**config.mk**
```make
export PLATFORM = sky130hd
export DESIGN_NAME = fetch_unit_flat
export DESIGN_NICKNAME = d
export VERILOG_FILES = /design/src/rtl/risc_pkg.sv /design/src/rtl/fetch_unit_if.sv /design/src/rtl/fetch_ir_reg.sv /design/src/rtl/fetch_unit.sv /design/src/flat_wrapper.sv
export SDC_FILE = /design/constraint.sdc
export NUM_CORES = 1
export LEC_CHECK = 0
export ABC_AREA = 1
export CORE_ASPECT_RATIO = 0.8
export CORE_MARGIN = 4
export CORE_UTILIZATION = 43
export CTS_BUF_LIST = sky130_fd_sc_hd__clkbuf_4 sky130_fd_sc_hd__clkbuf_8
export CTS_CLUSTER_SIZE = 10
export DETAILED_ROUTE_END_ITERATION = 7
export PLACE_DENSITY = 0.87
export SLEW_MARGIN = 5
export SYNTH_ARGS = -nofsm -noshare
export SYNTH_HDL_FRONTEND = slang
export SYNTH_SLANG_ARGS = --single-unit
```
**constraint.sdc**
```tcl
create_clock -name clk -period 2.2 [get_ports clk]
set_input_delay 0.55 -clock clk [delete_from_list [all_inputs] [get_ports clk]]
set_output_delay 0.55 -clock clk [all_outputs]
set_load 0.05 [all_outputs]
```
**src/rtl/risc_pkg.sv**
```systemverilog
// Shared types for the RISC core front end.
// Widths and the fetch FSM state encoding.
package risc_pkg;

  localparam int ADDR_W  = 8;
  localparam int INSTR_W = 16;

  typedef enum logic [1:0] {
    IDLE = 2'b00,
    REQ  = 2'b01,
    HOLD = 2'b10
  } fetch_state_t;

endpackage

```
**src/rtl/fetch_unit_if.sv**
```systemverilog
// Fetch bus: instruction memory read port and the
// decoder valid/ready handshake; master = fetch side.
interface fetch_unit_if;
  import risc_pkg::*;

  logic               mem_rd;
  logic [ADDR_W-1:0]  mem_addr;
  logic               mem_ack;
  logic [INSTR_W-1:0] mem_rdata;
  logic [INSTR_W-1:0] instr;
  logic [ADDR_W-1:0]  instr_pc;
  logic               instr_valid;
  logic               instr_ready;

  modport master (
    output mem_rd,
    output mem_addr,
    output instr,
    output instr_pc,
    output instr_valid,
    input  mem_ack,
    input  mem_rdata,
    input  instr_ready
  );

  modport slave (
    input  mem_rd,
    input  mem_addr,
    input  instr,
    input  instr_pc,
    input  instr_valid,
    output mem_ack,
    output mem_rdata,
    output instr_ready
  );

endinterface

```
**src/rtl/fetch_ir_reg.sv**
```systemverilog
// Width-parameterised register, sync active-high reset.
// Ports: clk, reset, i_ld (load enable), i_d, o_q.
module fetch_ir_reg #(
  parameter int W = 8
) (
  input  logic         clk,
  input  logic         reset,
  input  logic         i_ld,
  input  logic [W-1:0] i_d,
  output logic [W-1:0] o_q
);

  logic [W-1:0] r_q;

  always_ff @(posedge clk) begin
    if (reset) begin
      r_q <= '0;
    end else if (i_ld) begin
      r_q <= i_d;
    end
  end

  assign o_q = r_q;

endmodule

```
**src/rtl/fetch_unit.sv**
```systemverilog
// Instruction fetch stage: IDLE -> REQ -> HOLD.
// Ports: clk, reset, pc, flush, loadpc, busy, bus (master).
module fetch_unit
  import risc_pkg::*;
(
  input  logic              clk,
  input  logic              reset,
  input  logic [ADDR_W-1:0] pc,
  input  logic              flush,
  output logic              loadpc,
  output logic              busy,
  fetch_unit_if.master      bus
);

  fetch_state_t r_state;
  fetch_state_t w_next;

  logic r_mem_rd;
  logic r_valid;
  logic r_loadpc;

  logic w_take;
  logic w_addr_ld;
  logic w_rd_d;
  logic w_valid_d;

  logic [ADDR_W-1:0]  w_addr;
  logic [INSTR_W-1:0] w_instr;

  always_ff @(posedge clk) begin
    if (reset) begin
      r_state <= IDLE;
    end else begin
      r_state <= w_next;
    end
  end

  always_comb begin
    w_next = r_state;
    if (flush) begin
      w_next = IDLE;
    end else begin
      unique case (r_state)
        IDLE: w_next = REQ;
        REQ:  if (bus.mem_ack) w_next = HOLD;
        HOLD: if (r_valid && bus.instr_ready)
                w_next = IDLE;
        default: w_next = IDLE;
      endcase
    end
  end

  // Registered outputs are computed from the next
  // state, so they line up with the state they belong to.
  always_comb begin
    w_take    = (r_state == REQ) && bus.mem_ack && !flush;
    w_addr_ld = (r_state == IDLE);
    w_rd_d    = (w_next == REQ);
    w_valid_d = (w_next == HOLD);
  end

  always_ff @(posedge clk) begin
    if (reset) begin
      r_mem_rd <= 1'b0;
      r_valid  <= 1'b0;
      r_loadpc <= 1'b0;
    end else begin
      r_mem_rd <= w_rd_d;
      r_valid  <= w_valid_d;
      r_loadpc <= w_take;
    end
  end

  // One address register: it is only reloaded in IDLE,
  // so it still names the held word while in HOLD.
  fetch_ir_reg #(.W(ADDR_W)) u_addr (
    .clk   (clk),
    .reset (reset),
    .i_ld  (w_addr_ld),
    .i_d   (pc),
    .o_q   (w_addr)
  );

  fetch_ir_reg #(.W(INSTR_W)) u_instr (
    .clk   (clk),
    .reset (reset),
    .i_ld  (w_take),
    .i_d   (bus.mem_rdata),
    .o_q   (w_instr)
  );

  assign bus.mem_rd      = r_mem_rd;
  assign bus.mem_addr    = w_addr;
  assign bus.instr       = w_instr;
  assign bus.instr_pc    = w_addr;
  assign bus.instr_valid = r_valid;

  // A redirect overrides a pending increment so the
  // counter never steps past the new target.
  assign loadpc = r_loadpc && !flush;
  assign busy   = (r_state != IDLE);

endmodule

```
**src/flat_wrapper.sv**
```systemverilog
// flat-port wrapper written by rule: the top's interface ports become plain ports
module fetch_unit_flat import risc_pkg::*;
  (clk, reset, pc, flush, loadpc, busy, bus_mem_rd, bus_mem_addr, bus_instr, bus_instr_pc, bus_instr_valid, bus_mem_ack, bus_mem_rdata, bus_instr_ready);
  fetch_unit_if bus_i ();
  input  logic clk;
  input  logic reset;
  input  logic [ADDR_W-1:0] pc;
  input  logic flush;
  output logic loadpc;
  output logic busy;
  output wire logic [$bits(bus_i.mem_rd)-1:0] bus_mem_rd;
  output wire logic [$bits(bus_i.mem_addr)-1:0] bus_mem_addr;
  output wire logic [$bits(bus_i.instr)-1:0] bus_instr;
  output wire logic [$bits(bus_i.instr_pc)-1:0] bus_instr_pc;
  output wire logic [$bits(bus_i.instr_valid)-1:0] bus_instr_valid;
  input wire logic [$bits(bus_i.mem_ack)-1:0] bus_mem_ack;
  input wire logic [$bits(bus_i.mem_rdata)-1:0] bus_mem_rdata;
  input wire logic [$bits(bus_i.instr_ready)-1:0] bus_instr_ready;
  assign bus_mem_rd = bus_i.mem_rd;
  assign bus_mem_addr = bus_i.mem_addr;
  assign bus_instr = bus_i.instr;
  assign bus_instr_pc = bus_i.instr_pc;
  assign bus_instr_valid = bus_i.instr_valid;
  assign bus_i.mem_ack = bus_mem_ack;
  assign bus_i.mem_rdata = bus_mem_rdata;
  assign bus_i.instr_ready = bus_instr_ready;
  fetch_unit u_core (.clk(clk), .reset(reset), .pc(pc), .flush(flush), .loadpc(loadpc), .busy(busy), .bus(bus_i));
endmodule
```
==> out/results.ini <==
[finish]
num-fill-cells=224
multiInputGateArea_um2=490
layout-drive-gt1-share=0.0896
diodes=0
seq_area_um2=581
final_common_cell=clkdlybuf4s50_1
syn_to_final_growth_pct=55.6
fin_area_um2=1880
fin_util=0.732
final_cell_mix=clkdlybuf4s50_1, nor2_1, dfxtp_1
finish.net_count=240

[die]
num_rows=16
initial_core_util=0.471
dieArea_um2=3720
die_h_um=55.4
core_area_um2=2560
die_w_um=67.2
ios=65

[logic_synthesis]
syn-num-nets=181
syn_area_um2=1210
ys_ff_latch=29
synthCells=152
yosysWarnings=0
seq_area_frac_synth=0.481
yosys.cell_types.count=17
avgSynthCellArea_um2=7.94

[global_route]
grt_usage=0.196
grt_start_max_net_pins=36
gr-total-overflow=0
antenna_found_initial=0
grt_pass1_wl_um=5440
grt_pass1_vias=1105

[pwr]
power.density_nw_per_um2=664
swShare=0.321
internal_power_uw=846
sequentialPowerShare=0.454
power_leakage_uw=0.000738
power.switching_uw=400
clkPwrFrac=0.274
combPwrFrac=0.272
peakVddDrop_mv=0.450

[detailed_routing]
drc=0
met3_length_um=163
routed.top_layer=met4
avgViaCountPerCell=4.76
vias=1181
wl_met1_um=1380
first_pass_iters=5
dr.first_iter.drc_count=117
wl_um=3320
wl_per_cell_um=13.4
wl_met2_um=1680
final_antenna_net_count=0

[worst_setup_path]
crit_arrival_ns=1.52
critPathRequiredTime_ns=1.65
startpoint_type=register
crit_chain=clkdlybuf4s50_1
rrSetupSlack_ns=0.90
endpoint_kind=output port
worst-setup-path-type=register to output port
cp_max_fo=3
slowest_delay_ns=0.83
slowest_stage=clkdlybuf4s50_1
cp_top_family=buffers and inverters
path_buf_inv=1

[clock_tree]
cts.path.max_buffers=2
insertion_delay_ns=0.33
path_clk_slew_ns=0.08
h-tree-depth=2
cts_sinks=29
cts_setup_buffers=0
root_buffer=clkbuf_4
ctsResizeCount=0
numCtsBuffers=5
ctsHoldBuffers=0
cts_tree=yes

[place]
place_area_um2=1820
gp_congestion=0.726
hpwl_um=2450
io_buffers=64

[sta]
slew_headroom=0.648
setup_violations=0
timing.fmax_mhz=484
rsz0062_at_grt=false
period_needed_ns=2.07
drv_slew=0
finalSetupTns_ns=0
finalCritPeriodShare=0.939
worstMarginPinSlew_ns=0.527
clock_skew_ns=0.00197
hold_violations=0
hold_ws_ns=0.486

[status]
status=completed

[run]
drv_cap=0

[worst_hold_path]
hold_path_class=register to register

cell type report:
| class | instances | share of cell area |
|---|---|---|
| inverter | 6 | 0.0120 |
| tap | 36 | 0.0240 |
| sequential | 29 | 0.309 |
| clock buffer | 8 | 0.0320 |
| timing repair buffer | 68 | 0.361 |
| multi-input combinational | 101 | 0.261 |
through the flow:
step	power (uW)	instances	setup WS, ns
final	1250	248	0.133
after global routing	1300	248	0.0619
after CTS	1260	248	0.108
after detailed placement	917	240	0.309
after global placement	909	240	0.325
after floorplan	796	152	0.446
Yosys cell counts:
| library cell | number | share of area |
|---|---|---|
| nor2_4 | 1 | 0.0093 |
| nor4_1 | 2 | 0.010 |
| nand3b_1 | 16 | 0.10 |
| buf_6 | 1 | 0.0093 |
| nand3_1 | 1 | 0.0041 |
| buf_4 | 11 | 0.068 |
| a21oi_1 | 18 | 0.075 |
| buf_2 | 3 | 0.012 |
| nand2_2 | 1 | 0.0052 |
| nor2_2 | 1 | 0.0052 |
| nand2_1 | 18 | 0.056 |
| inv_1 | 4 | 0.012 |
| inv_2 | 2 | 0.0062 |
| o21ai_0 | 8 | 0.033 |
| clkbuf_1 | 1 | 0.0031 |
| dfxtp_1 | 29 | 0.48 |
| nor2_1 | 35 | 0.11 |
path summary, 6_finish.rpt:
path                    startpoint                    end  cells after the start
max           u_core.u_addr.o_q[7]        bus_instr_pc[7]                      1
min          u_core.u_instr.o_q[9]  u_core.u_instr.o_q[9]                      2
max reg2reg      u_core.r_state[0]  u_core.u_instr.o_q[9]                      5
min reg2reg  u_core.u_instr.o_q[9]  u_core.u_instr.o_q[9]                      2
sequential cells by signal, indices dropped and copies added (netlist names):
name,cells
u_core.u_instr.o_q,16
u_core.r_loadpc,1
u_core.bus.instr_valid,1
u_core.bus.mem_rd,1
u_core.r_state,2
u_core.u_addr.o_q,8
layer usage:
metal / GRT usage / up-vias
met5: 0 / -
met2: 0.305 / 35
met3: 0.0710 / 9
li1: - / 600
met4: 0.0954 / 0
met1: 0.236 / 537
power groups by stage:
stage / clock network [uW] / logic [uW] / registers, uW
after CTS: 350 / 341 / 566
final: 341 / 339 / 566
after global routing: 372 / 358 / 570
after global placement: 0 / 332 / 577
after floorplan: 0 / 138 / 658
after detailed placement: 0 / 339 / 578
cell families after synthesis:
logic type,after synthesis,share of synthesized area
AND/OR/NAND/NOR,75,0.299
flip-flops,29,0.481
AO/OA/AOI/OAI,26,0.108
buffers and inverters,22,0.112
Note: power is estimated with default switching activity, not from simulation.
